`config.mk`:
```
export PLATFORM = sky130hd
export DESIGN_NAME = serial_adder
export DESIGN_NICKNAME = d
export VERILOG_FILES = /design/src/rtl/serial_adder_pkg.sv /design/src/rtl/serial_adder_digit.sv /design/src/rtl/serial_adder.sv
export SDC_FILE = /design/constraint.sdc
export NUM_CORES = 1
export LEC_CHECK = 0
export CELL_PAD_IN_SITES_DETAIL_PLACEMENT = 1
export CELL_PAD_IN_SITES_GLOBAL_PLACEMENT = 1
export CORE_ASPECT_RATIO = 0.5
export CORE_MARGIN = 2
export CORE_UTILIZATION = 35
export CTS_CLUSTER_DIAMETER = 150
export DETAILED_ROUTE_END_ITERATION = 10
export PLACE_DENSITY_LB_ADDON = 0.1
export SYNTH_ARGS = -nofsm -noshare
export SYNTH_HDL_FRONTEND = slang
export SYNTH_SLANG_ARGS = --single-unit
export TNS_END_PERCENT = 30
```
`constraint.sdc`:
```
create_clock -name clk -period 5.8 [get_ports clk]
set_clock_uncertainty 0.1 [all_clocks]
set_input_delay 1.74 -clock clk [delete_from_list [all_inputs] [get_ports clk]]
set_output_delay 1.74 -clock clk [all_outputs]
set_load 0.1 [all_outputs]
```
`src/rtl/serial_adder_pkg.sv`:
```
// Shared types for the digit-serial adder/comparator: operation codes and FSM states.
package serial_adder_pkg;

  // Encodings 8..15 are undefined and produce a zero result.
  typedef enum logic [3:0] {
    ADDER_ADD = 4'd0,
    ADDER_SUB = 4'd1,
    ADDER_EQ  = 4'd2,
    ADDER_NE  = 4'd3,
    ADDER_LT  = 4'd4,
    ADDER_GE  = 4'd5,
    ADDER_LTU = 4'd6,
    ADDER_GEU = 4'd7
  } adderOp_t;

  typedef enum logic [1:0] {
    IDLE = 2'd0,
    RUN  = 2'd1,
    DONE = 2'd2
  } sa_state_t;

  // Every op other than ADD computes A + ~B + 1.
  function automatic logic op_inverts_b(input adderOp_t op);
    return op != ADDER_ADD;
  endfunction

endpackage

```
`src/rtl/serial_adder_digit.sv`:
```
// Combinational DIGIT-bit ripple slice used once per cycle by serial_adder.
module adder_digit #(
  parameter int DIGIT = 8
) (
  input  logic [DIGIT-1:0] a,
  input  logic [DIGIT-1:0] b,
  input  logic             cin,
  output logic [DIGIT-1:0] sum,
  output logic             cout
);

  logic [DIGIT:0] total;

  assign total = {1'b0, a} + {1'b0, b} + {{DIGIT{1'b0}}, cin};
  assign sum   = total[DIGIT-1:0];
  assign cout  = total[DIGIT];

endmodule

```
`src/rtl/serial_adder.sv`:
```
// Digit-serial add/subtract/compare unit: one DIGIT-bit slice per cycle, LSB first.
// Handshake: a transfer happens on a rising edge where valid && ready; valid never waits on ready.
module serial_adder
  import serial_adder_pkg::*;
#(
  parameter int WIDTH = 32,
  parameter int DIGIT = 8
) (
  input  logic             clk,
  input  logic             rst,
  input  logic             in_valid,
  output logic             in_ready,
  input  adderOp_t         op,
  input  logic [WIDTH-1:0] src_a,
  input  logic [WIDTH-1:0] src_b,
  output logic             out_valid,
  input  logic             out_ready,
  output logic [WIDTH-1:0] out,
  output logic             cout,
  output sa_state_t        dbg_state
);

  localparam int N  = WIDTH / DIGIT;
  localparam int CW = $clog2(N) + 1;

  generate
    if (DIGIT < 1 || (WIDTH % DIGIT) != 0) begin : g_bad_digit
      $error("serial_adder: DIGIT must be >= 1 and divide WIDTH");
    end
  endgenerate

  sa_state_t        state_q, state_d;
  logic [CW-1:0]    cnt_q;
  logic             carry_q;
  logic             zero_q;
  adderOp_t         op_q;
  logic [WIDTH-1:0] a_q, b_q, res_q;

  logic [DIGIT-1:0] dig_a, dig_b, dig_sum;
  logic             dig_cout;
  logic             last_digit;
  logic             lt_flag;
  int               dig_base;

  assign dbg_state  = state_q;
  assign last_digit = (cnt_q == CW'(N - 1));
  assign dig_base   = int'(cnt_q) * DIGIT;
  assign dig_a      = a_q[dig_base +: DIGIT];
  assign dig_b      = b_q[dig_base +: DIGIT] ^ {DIGIT{op_inverts_b(op_q)}};

  adder_digit #(.DIGIT(DIGIT)) u_digit (
    .a    (dig_a),
    .b    (dig_b),
    .cin  (carry_q),
    .sum  (dig_sum),
    .cout (dig_cout)
  );

  always_ff @(posedge clk or posedge rst) begin
    if (rst) begin
      state_q <= IDLE;
    end else begin
      state_q <= state_d;
    end
  end

  always_comb begin
    state_d   = state_q;
    in_ready  = 1'b0;
    out_valid = 1'b0;
    case (state_q)
      IDLE: begin
        in_ready = !rst;
        if (in_valid && !rst) state_d = RUN;
      end
      RUN: begin
        if (last_digit) state_d = DONE;
      end
      DONE: begin
        out_valid = 1'b1;
        if (out_ready) state_d = IDLE;
      end
      default: state_d = IDLE;
    endcase
  end

  always_ff @(posedge clk or posedge rst) begin
    if (rst) begin
      cnt_q   <= '0;
      carry_q <= 1'b0;
      zero_q  <= 1'b1;
      op_q    <= ADDER_ADD;
      a_q     <= '0;
      b_q     <= '0;
      res_q   <= '0;
    end else begin
      case (state_q)
        IDLE: begin
          if (in_valid) begin
            op_q    <= op;
            a_q     <= src_a;
            b_q     <= src_b;
            cnt_q   <= '0;
            carry_q <= op_inverts_b(op);
            zero_q  <= 1'b1;
          end
        end
        RUN: begin
          res_q[dig_base +: DIGIT] <= dig_sum;
          carry_q <= dig_cout;
          zero_q  <= zero_q & ~(|dig_sum);
          cnt_q   <= cnt_q + CW'(1);
        end
        default: ;
      endcase
    end
  end

  // Sign of the (WIDTH+1)-bit signed difference A - B.
  assign lt_flag = a_q[WIDTH-1] ^ ~b_q[WIDTH-1] ^ carry_q;

  always_comb begin
    out  = '0;
    cout = 1'b0;
    if (state_q == DONE) begin
      case (op_q)
        ADDER_ADD, ADDER_SUB: begin
          out  = res_q;
          cout = carry_q;
        end
        ADDER_EQ:  begin out = WIDTH'(zero_q);   cout = carry_q; end
        ADDER_NE:  begin out = WIDTH'(!zero_q);  cout = carry_q; end
        ADDER_LT:  begin out = WIDTH'(lt_flag);  cout = carry_q; end
        ADDER_GE:  begin out = WIDTH'(!lt_flag); cout = carry_q; end
        ADDER_LTU: begin out = WIDTH'(!carry_q); cout = carry_q; end
        ADDER_GEU: begin out = WIDTH'(carry_q);  cout = carry_q; end
        default: ;
      endcase
    end
  end

endmodule

```
# [Word level (Yosys, flattened, before mapping)]
# Cells that the tools add are included.
[totals] reg_bits=107 latch_bits=0 mem_bits_rw=0 rom_bits=0 in_bits=72 output_inout_bits=37 word_cells=69 mem_count=0
[classes] addsub=4 n_mul=0 n_div=0 n_lt_le_gt_ge=0 eq_ne=14 shift=4 mux=17 n_bitwise=6 reduce_logical=16
[op_table] op="$pmux 32 s7" n=1
[op_table] op="$shiftx 32x7->8" n=2
[op_table] op="$neg 6->33" n=1
[op_table] op="$shift 8x33->32 const A" n=1
[op_table] op="$shiftx 8x33->32" n=1
[op_table] op="$bwmux 32" n=1
[op_table] op="$mux 32" n=1
[op_table] op="$eq 4x3->1 const B" n=4
[op_table] op="$reduce_or 8->1" n=2
[op_table] op="$add 8x8->9" n=1
[op_table] op="$add 9x1->9" n=1
[op_table] op="$eq 4x2->1 const B" n=2
[op_table] op="$ne 2x2->1 const B" n=4
[op_table] op="$reduce_bool 4->1" n=2
[op_table] op="$xor 8x8->8" n=1
[op_table] op="$mux 1" n=6
[op_table] op="$mux 2" n=3
[op_table] op="$pmux 2 s3" n=1
[op_table] op="$pmux 3 s2" n=1
[op_table] op="$eq 4x1->1 const B" n=1
[op_table] op="$logic_not 1->1" n=4
[op_table] op="$logic_not 4->1" n=1
[op_table] op="$pmux 1 s2" n=2
[op_table] op="$reduce_and 2->1" n=2
[op_table] op="13 further kinds" n=15

# [Longest topological paths before layout]
# Gate-level depths: netlist of run 1.
[logic_depth] ltp_word=8 depth_mapped=14

# [Hierarchy]
# Synthesis of run 1 repeated with hierarchy kept, for this count alone.
[unflattened] hier_cells=400 hier_area_um2=5282.6
[by_module_without_submodules] module="serial_adder" n_inst=1 cells_each=360 area_each_um2=4951.0
[by_module_without_submodules] module="adder_digit" n_inst=1 cells_each=40 area_each_um2=331.6

# [Worst setup path before layout of run 1]
# Ideal clock, no wire load.
[synth_timing] kind="register to output" from="register state_q[1], in the netlist dbg_state[1]" to="output port out[0]" arrival_time_ns=4.968 required_time_ns=3.960 setup_slack_ns=-1.008 stages_incl_launch_ff=4 n_path_buf=0 cell_sequence="dfrtp_1 nor2b_1 nand2b_1 a211oi_1"
[synth_between] elab_chain_cells=2
[synth_lines] item="from (decl)" line_no="serial_adder.sv:32" text="sa_state_t state_q, state_d;"
[synth_lines] item="from (signal assigned)" line_no="serial_adder.sv:63" text="state_q <= state_d;"
[synth_lines] item="$eq 2x2->1" line_no="serial_adder.sv:125" text="if (state_q == DONE) begin"
[synth_lines] item="$mux 32" line_no="serial_adder.sv:125"
[synth_lines] item="to (decl)" line_no="serial_adder.sv:18" text="output logic [WIDTH-1:0] out,"
# No other way between the ends.

# [Worst setup path in the final report of run 1]
[layout_timing] from="register b_q[31]" to="output port out[0]"
[layout_between] elab_chain_cells=6
[layout_lines] item="from (decl)" line_no="serial_adder.sv:37" text="logic [WIDTH-1:0] a_q, b_q, res_q;"
[layout_lines] item="from (signal assigned)" line_no="serial_adder.sv:102" text="b_q <= src_b;"
[layout_lines] item="$not 1->1 (*)" line_no="serial_adder.sv:120" text="assign lt_flag = a_q[WIDTH-1] ^ ~b_q[WIDTH-1] ^ carry_q;"
[layout_lines] item="$xor 1x1->1 (*) (2 in series)" line_no="serial_adder.sv:120"
[layout_lines] item="$logic_not 1->1" line_no="serial_adder.sv:134" text="ADDER_GE: begin out = WIDTH'(!lt_flag); cout = carry_q; end"
[layout_lines] item="$pmux 32 s7 (*)" line_no="serial_adder.sv:126" text="case (op_q)"
[layout_lines] item="$mux 32 (*)" line_no="serial_adder.sv:125"
# Mark *: on every way between the ends. The rest lies on a longest branch, timed or not.

==> results.json, run 1 <==
{
  "status": "completed",
  "rsz0062_at_grt": "no",
  "syn_to_final_growth_pct": 28.3,
  "critPathMaxFanout": 3,
  "worstReg2RegStart": "cnt_q[2]",
  "dp_slack_ns": 1.25,
  "initialDrtViolationCount": 212,
  "tightest_slew_ns": 1.07,
  "worstSetupPathType": "register to output pin",
  "worstPathArrival_ns": 2.75,
  "clk_pin_slew_ns": 0.07,
  "placed_area_mm2": 0.00651,
  "hold_depth": 2,
  "start_util": 0.362,
  "powerDensity_mw_per_mm2": 667,
  "peakVddDrop_mv": 0.366,
  "dpl.cell_count": 848,
  "rows": 31,
  "grt_use_total": 0.178,
  "cp-start-kind": "register",
  "p_total_mw": 4.54,
  "yosysTopAreaCellShare": 0.501,
  "crit_path_end_kind": "output pin",
  "die_h_um": 91.0,
  "layout-drive-gt1-share": 0.135,
  "final_core_util": 0.465,
  "synth_edf_count": 0,
  "wl_um": 13600,
  "hold_viol": 0,
  "nNetsFinal": 746,
  "yosys_most_used_dff": "dfrtp_1",
  "cts_max_level": 3,
  "synth_top_area_cell": "dfrtp_1",
  "grt_max_degree": 70,
  "p_leak_nw": 3.27,
  "ff2ff_setup_slack_ns": 1.91,
  "hold_class": "register to register",
  "synth_cells": 564,
  "cpPeakStageDelay_ns": 1.16,
  "min_period_over_period": 0.791,
  "synth_area_mm2": 0.00530,
  "min_period_ns": 4.59,
  "antenna_found_initial": 0,
  "die_x_um": 178,
  "grt_pass1_wl_um": 22300,
  "clock.fmax_mhz": 218,
  "gp_congestion": 0.777,
  "clkLatencyLatePin_ns": 0.34,
  "grt_overflow_total": 0,
  "cts_tree": "done",
  "place_hpwl_um": 10100,
  "hold_slack_ns": 0.372,
  "dieArea_mm2": 0.0162,
  "crit_top_cell": "xnor2_1",
  "min_to": "b_q[27]",
  "clock_path_buffers": 2,
  "post-cts-setup-buffer-count": 0,
  "fp.coreArea_mm2": 0.0146,
  "syn_avg_cell_area_um2": 9.40,
  "drtAntennaViolNets": 0,
  "drv_slew": 0,
  "diodes": 0,
  "design_area_mm2": 0.00680,
  "reg2reg_to": "zero_q",
  "multi_input_area_mm2": 0.00248,
  "synth_nets": 649,
  "max_cap_viol_count": 0,
  "cts_hold_buffers": 0,
  "synth_area_leaders": "dfrtp_1 50%, nand2_1 16%, mux4_2 4.7%",
  "firstDrtPassIters": 4,
  "area.sequential_mm2": 0.00268,
  "crit_chain": "xnor2_1 -> nor2_1 -> xnor2_1 -> a211oi_2 -> clkdlybuf4s50_1",
  "ys_warn_count": 0,
  "layout_setup_ws_ns": 1.21,
  "yosys_register_bits": 107,
  "instances_no_fill": 864,
  "crit_slowest_cell": "clkdlybuf4s50_1",
  "cts_sinks": 107,
  "io_buffer_count": 108,
  "wl_per_cell_um": 15.7,
  "clockRootBuffer": "clkbuf_16",
  "setup_viol": 0,
  "finalSetupTns_ns": 0,
  "via_per_inst": 4.73,
  "yosysSeqAreaShare": 0.506,
  "vias": 4088,
  "drt_drc_violations_left": 0,
  "fillCellCount": 1670,
  "async_flop_share": 1.00,
  "ctsResizeCount": 0,
  "mostFrequentLayoutCell": "nand2_1",
  "ys_types": 45,
  "required_ns": 3.96,
  "hold_path_startpoint": "b_q[27]",
  "r2r.worst_path.cells": 12,
  "cts_made_buffers": 9,
  "final_cell_mix": "230 x nand2_1, 106 x dfrtp_1, 76 x clkdlybuf4s50_1, 40 x buf_4, 37 x and2_1",
  "grt_pass1_vias": 4298,
  "slew_headroom": 0.282,
  "ios": 109
}
cells in the mapped netlist (6+ instances only):
cell type,instances
nand3_1,6
mux4_2,11
mux2i_1,9
xnor2_1,10
clkbuf_1,20
mux2_2,10
nor2_1,10
o21ai_0,15
mux2_1,6
inv_1,11
dfrtp_1,106
ha_1,11
and2_1,38
xor2_1,8
nand2_1,231
registers in the layout, summed over array words and instances (netlist names):
name / cells
a_q: 32
b_q: 32
carry_q: 1
cnt_q: 3
dbg_state: 2
op_q: 4
res_q: 32
zero_q: 1
metal layers:
metal	share of wire	track usage
met1	0.51	0.254
met3	0.035	0.0402
met4	0.013	0.0396
met2	0.45	0.276
met5	0	0
layout make-up:
type | count | share of cell area
sequential | 107 | 0.394
multi-input combinational | 416 | 0.364
timing repair buffer | 116 | 0.156
clock buffer | 12 | 0.0377
tap | 198 | 0.0364
inverter | 11 | 0.00644
clock inverter | 4 | 0.00497
worst max path at each step:
| stage | cells after the start | from | slack (ns) | end |
|---|---|---|---|---|
| 3_5_place_dp | 3 | rst | 1.25 | in_ready |
| 3_3_place_gp | 3 | rst | 1.27 | in_ready |
| 2_1_floorplan | 1 | rst | 0.19 | in_ready |
| 4_1_cts | 5 | b_q[31] | 1.16 | out[0] |
| 5_1_grt | 5 | b_q[31] | 1.07 | out[0] |
| 6_report | 5 | b_q[31] | 1.21 | out[0] |
kinds of logic (layout without fill, tap and decap cells):
group | Yosys count | count (layout) | share of synthesized area
fa+ha+maj | 13 | 13 | 0.0335
mux | 36 | 36 | 0.0978
compound gates | 43 | 43 | 0.0534
simple gates | 306 | 306 | 0.250
flops | 107 | 107 | 0.506
buf+inv | 41 | 143 | 0.0302
xor+xnor | 18 | 18 | 0.0298
where the power goes:
| part | leakage, nW | internal, mW | switching (mW) |
|---|---|---|---|
| combinational | 1.80 | 0.967 | 1.64 |
| clock | 0.139 | 0.319 | 0.279 |
| sequential | 1.33 | 1.10 | 0.233 |
| total | 3.27 | 2.38 | 2.15 |
worst max-delay path: cells and delay by family (launching register included):
family	cells	cell delay [ns]
flops	1	0.40
simple gates	1	0.11
buf+inv	1	1.16
compound gates	1	0.24
xor+xnor	2	0.48
Power figures use the tool's default switching activity.
==> run 2, diff against run 1 <==
==> constraint.sdc (replaced) <==
create_clock -name clk -period 3.83 [get_ports clk]
set_clock_uncertainty 0.1 [all_clocks]
set_input_delay 1.149 -clock clk [delete_from_list [all_inputs] [get_ports clk]]
set_output_delay 1.149 -clock clk [all_outputs]
set_load 0.1 [all_outputs]
==> run 2 against run 1 <==
  * Clock power increased by 51%
  * Critical path depth is 6 higher
  * Routed wire length increased by 6.0%
  * Register-to-register slack worse by 1.6 ns
  * Final cell count up 0.93%
  * Global-route usage is 1.3 points higher
  * Worst setup slack got worse by 0.86 ns
  * Cell area grew 8.2%
  * Critical endpoint is now zero_q
  * Largest cell class unchanged
==> results.json, run 2 (synthesized netlist as in run 1, its figures left out) <==
{
  "peakVddDrop_mv": 0.633,
  "vias": 4218,
  "cts_hold_buffers": 0,
  "hold_viol": 0,
  "drtAntennaViolNets": 0,
  "min_period_ns": 3.48,
  "critPathMaxFanout": 6,
  "layout-drive-gt1-share": 0.206,
  "ios": 109,
  "drt_drc_violations_left": 0,
  "grt_use_total": 0.191,
  "crit_path_end_kind": "register",
  "clock_path_buffers": 2,
  "worstSetupPathType": "register to register",
  "instances_no_fill": 872,
  "ctsResizeCount": 0,
  "cts_made_buffers": 9,
  "grt_max_degree": 70,
  "swShare": 0.463,
  "clk_pin_slew_ns": 0.08,
  "hold_class": "register to register",
  "largestRegisters": "a_q x32, b_q x32, res_q x32",
  "cts_tree": "done",
  "nNetsFinal": 754,
  "power.switching_mw": 3.33,
  "crit_chain": "mux2i_1 -> o22ai_1 -> xor2_1 -> fa_1 -> fa_1 -> and2b_1 -> o211ai_2 -> a21oi_2 -> a211oi_1 -> or4_1 -> o31ai_2",
  "internal-power_mw": 3.86,
  "p_comb_frac": 0.593,
  "tightest_slew_ns": 0.674,
  "wl_um": 14400,
  "status": "completed",
  "final_cell_mix": "230 x nand2_1, 104 x dfrtp_1, 71 x clkdlybuf4s50_1, 37 x buf_12, 32 x and2_2",
  "firstDrtPassIters": 4,
  "hold_depth": 2,
  "seqPwrFrac": 0.282,
  "die_x_um": 178,
  "rsz0062_at_grt": "no",
  "gp_congestion": 0.768,
  "cp-start-kind": "register",
  "rows": 31,
  "via_per_inst": 4.84,
  "clockRootBuffer": "clkbuf_16",
  "area.sequential_mm2": 0.00268,
  "diodes": 0,
  "wl_per_cell_um": 16.5,
  "worstReg2RegStart": "cnt_q[0]",
  "hold_path_startpoint": "b_q[23]",
  "drv_slew": 0,
  "start_util": 0.362,
  "cpPeakStageDelay_ns": 0.51,
  "grt_pass1_wl_um": 23900,
  "multi_input_area_mm2": 0.00253,
  "cts_max_level": 3,
  "slew_headroom": 0.549,
  "clkLatencyLatePin_ns": 0.35,
  "grt_overflow_total": 0,
  "grt_pass1_vias": 4516,
  "clock.fmax_mhz": 287,
  "max_cap_viol_count": 0,
  "place_hpwl_um": 11100,
  "fillCellCount": 1597,
  "fp.coreArea_mm2": 0.0146,
  "cts_sinks": 107,
  "min_period_over_period": 0.908,
  "setup_viol": 0,
  "reg2reg_to": "zero_q",
  "antenna_found_initial": 0,
  "mostFrequentLayoutCell": "nand2_1",
  "post-cts-setup-buffer-count": 0,
  "required_ns": 4.00,
  "crit_slowest_cell": "or4_1",
  "min_to": "b_q[23]",
  "die_h_um": 91.0,
  "crit_top_cell": "fa_1",
  "initialDrtViolationCount": 149,
  "worstPathArrival_ns": 3.65,
  "io_buffer_count": 108,
  "p_leak_nw": 3.45,
  "p_clk_frac": 0.126,
  "syn_to_final_growth_pct": 38.8,
  "dpl.cell_count": 856,
  "dieArea_mm2": 0.0162,
  "powerDensity_mw_per_mm2": 978,
  "r2r.worst_path.cells": 11,
  "finalSetupTns_ns": 0,
  "ff2ff_setup_slack_ns": 0.35
}
-- run 2: cell count changes in the layout (fill, tap and decap cells not counted), sizes merged --
cell / change
clkdlybuf4s50: -5
clkbuf: -2
inv: +2
buf: +13
-- run 2: layout make-up --
| class | count | area share |
|---|---|---|
| clock inverter | 6 | 0.00612 |
| inverter | 11 | 0.00612 |
| clock buffer | 10 | 0.0325 |
| tap | 198 | 0.0337 |
| multi-input combinational | 416 | 0.344 |
| sequential | 107 | 0.364 |
| timing repair buffer | 124 | 0.214 |
-- run 2: worst max path at each step --
stage,from,to,slack [ns]
floorplan,dbg_state[1],out[0],-0.25
global placement,cnt_q[0],zero_q,0.51
detailed placement,cnt_q[0],zero_q,0.36
CTS,cnt_q[0],zero_q,0.31
global route,cnt_q[0],zero_q,0.14
finish,cnt_q[0],zero_q,0.35
-- run 2: critical path: cells and delay by family (launching register included) --
kind / cells / cell delay [ns]
adder cells (fa/ha/maj): 2 / 0.84
AND/OR/NAND/NOR: 2 / 0.78
AO/OA/AOI/OAI: 5 / 0.71
flip-flops: 1 / 0.50
multiplexers: 1 / 0.29
XOR/XNOR: 1 / 0.18
-- run 2: metal layers --
metal / wire [um] / global-route usage / vias up
li1: - / - / 2038
met1: 7060 / 0.270 / 2087
met2: 6660 / 0.305 / 82
met3: 563 / 0.0406 / 11
met4: 121 / 0.0369 / 0
met5: 0 / 0 / -
-- run 2: per-stage QoR --
stage | utilization | instance area, um2 | power, mW | setup WS [ns] | hold slack, ns
3_5_place_dp | 0.484 | 7070 | 6.34 | 0.361 | 0.362
2_1_floorplan | - | 5360 | 4.73 | -0.253 | 0.338
4_1_cts | 0.503 | 7360 | 7.27 | 0.305 | 0.379
3_3_place_gp | 0.484 | 7070 | 6.16 | 0.508 | 0.355
5_1_grt | 0.503 | 7360 | 7.74 | 0.141 | 0.397
6_report | 0.503 | 7360 | 7.19 | 0.352 | 0.374
-- run 2: power groups by stage --
stage	Sequential [mW]	Clock [mW]	Combinational, mW
after CTS	2.04	0.932	4.30
after floorplan	1.96	0	2.77
after global placement	2.04	0	4.12
after global routing	2.10	0.975	4.67
final	2.03	0.904	4.26
after detailed placement	2.06	0	4.28
==> run 3, diff against run 2 <==
==> constraint.sdc (replaced) <==
create_clock -name clk -period 3.62 [get_ports clk]
set_clock_uncertainty 0.1 [all_clocks]
set_input_delay 1.086 -clock clk [delete_from_list [all_inputs] [get_ports clk]]
set_output_delay 1.086 -clock clk [all_outputs]
set_load 0.1 [all_outputs]
==> run 3 against run 2 <==
  * Clock power up 2%
  * Critical path depth grew 1
  * Worst setup slack worse by 0.13 ns
  * Sequential cell count unchanged
  * Register-to-register slack worse by 0.13 ns
  * Global-route usage fell by 0.62 points
  * Combinational power increased by 6.1%
  * Fmax up 2.5%
  * Sequential power is 5% higher
  * Final cell count rose by 0.23%
  * Sequential share of layout area rose by 0.070 points
  * Cell area fell by 0.24%
==> results.json, run 3 (synthesized netlist as in run 1, its figures left out) <==
{
  "status": "completed",
  "vias": 4157,
  "hold_slack_ns": 0.375,
  "cp-start-kind": "register",
  "required_ns": 3.79,
  "clockRootBuffer": "clkbuf_16",
  "layout-drive-gt1-share": 0.204,
  "crit_slowest_cell": "or4_1",
  "start_util": 0.362,
  "grt_max_degree": 58,
  "die_h_um": 91.0,
  "largestRegisters": "a_q x32, b_q x32, res_q x32",
  "wl_met3_um": 595,
  "dp_slack_ns": 0.200,
  "min_period_ns": 3.39,
  "cts_tree": "done",
  "hold_viol": 0,
  "mostFrequentLayoutCell": "nand2_1",
  "crit_path_end_kind": "register",
  "cpPeakStageDelay_ns": 0.50,
  "min_period_over_period": 0.938,
  "worstSetupPathType": "register to register",
  "drtAntennaViolNets": 0,
  "wl_per_cell_um": 16.1,
  "nNetsFinal": 756,
  "wl_met1_um": 7110,
  "hold_class": "register to register",
  "crit_chain": "buf_4 -> nand2_1 -> o22ai_1 -> xor2_1 -> fa_1 -> fa_1 -> and2b_1 -> o211ai_2 -> a21oi_2 -> a211oi_1 -> or4_1 -> o31ai_2",
  "grt_overflow_total": 0,
  "grt_use_total": 0.185,
  "drv_slew": 0,
  "via_per_inst": 4.76,
  "layout_setup_ws_ns": 0.226,
  "tightest_slew_ns": 0.734,
  "drt_drc_violations_left": 0,
  "final_core_util": 0.502,
  "critPathMaxFanout": 12,
  "grt_pass1_wl_um": 23200,
  "instances_no_fill": 874,
  "p_leak_nw": 3.44,
  "rows": 31,
  "final_cell_mix": "230 x nand2_1, 105 x dfrtp_1, 71 x clkdlybuf4s50_1, 35 x buf_12, 32 x and2_2",
  "slew_headroom": 0.509,
  "cts_max_level": 3,
  "powerDensity_mw_per_mm2": 1030,
  "gp_congestion": 0.773,
  "dr_wl_met2_um": 6290,
  "clk_pin_slew_ns": 0.07,
  "diodes": 0,
  "placed_area_mm2": 0.00707,
  "setup_viol": 0,
  "antenna_found_initial": 0,
  "max_cap_viol_count": 0,
  "syn_to_final_growth_pct": 38.5,
  "crit_top_cell": "fa_1",
  "place_hpwl_um": 11000,
  "clock.fmax_mhz": 295,
  "clkLatencyLatePin_ns": 0.35,
  "dr.max_layer_used": "met4",
  "rsz0062_at_grt": "no",
  "firstDrtPassIters": 4,
  "dpl.cell_count": 858,
  "die_x_um": 178,
  "post-cts-setup-buffer-count": 0,
  "dieArea_mm2": 0.0162,
  "clock_path_buffers": 2,
  "io_buffer_count": 108,
  "wl_um": 14100,
  "initialDrtViolationCount": 269,
  "ios": 109,
  "peakVddDrop_mv": 0.657,
  "design_area_mm2": 0.00734,
  "worstPathArrival_ns": 3.56,
  "cts_sinks": 107,
  "fp.coreArea_mm2": 0.0146,
  "cts_made_buffers": 9,
  "grt_pass1_vias": 4447
}
run 3: power breakdown:
group	switching (mW)	internal [mW]	total, mW	leakage, nW
sequential	0.374	1.77	2.14	1.33
clock	0.450	0.472	0.922	0.127
combinational	2.65	1.87	4.52	1.98
run 3: worst paths after layout:
check                               from  depth (start not counted)  slack, ns        to
worst min-delay path             a_q[29]                          2       0.37   a_q[29]
min in group asynchronous            rst                          2       1.17  res_q[0]
max in group asynchronous            rst                          3       1.57  cnt_q[0]
worst max register to register  cnt_q[1]                         12       0.23    zero_q
worst min register to register   a_q[29]                          2       0.37   a_q[29]
worst max-delay path            cnt_q[1]                         12       0.23    zero_q
run 3: routing by layer:
layer,track usage,vias to the layer above
met4,0.0348,0
met1,0.269,2026
met5,0,-
li1,-,2043
met2,0.285,81
met3,0.0410,7
run 3: repair_timing:
action                                  CTS  global route
endpoints found under the setup margin    0             1
hold buffers                              0             0
gates resized for setup                   0             1
run 3: critical path: cells and delay by family, from the launching register on:
family / cells / cell delay, ns
and+or+nand+nor: 3 / 0.91
DFF: 1 / 0.37
buffers and inverters: 1 / 0.23
adders and majority gates: 2 / 0.82
xor gates and xnor gates: 1 / 0.12
AOI/OAI and AO/OA: 5 / 0.78
run 3: per-stage QoR:
step	power [mW]	TNS, ns
2_1_floorplan	5.02	-15.21
3_3_place_gp	6.59	0
3_5_place_dp	6.72	0
4_1_cts	7.67	0
5_1_grt	8.19	0
6_report	7.58	0
run 3: final cells by class:
type	instances	area (um2)
tap	198	248
inverter	11	45.0
sequential	107	2680
fill	1608	7280
multi-input combinational	416	2530
clock buffer	11	233
timing repair buffer	126	1560
clock inverter	5	37.5
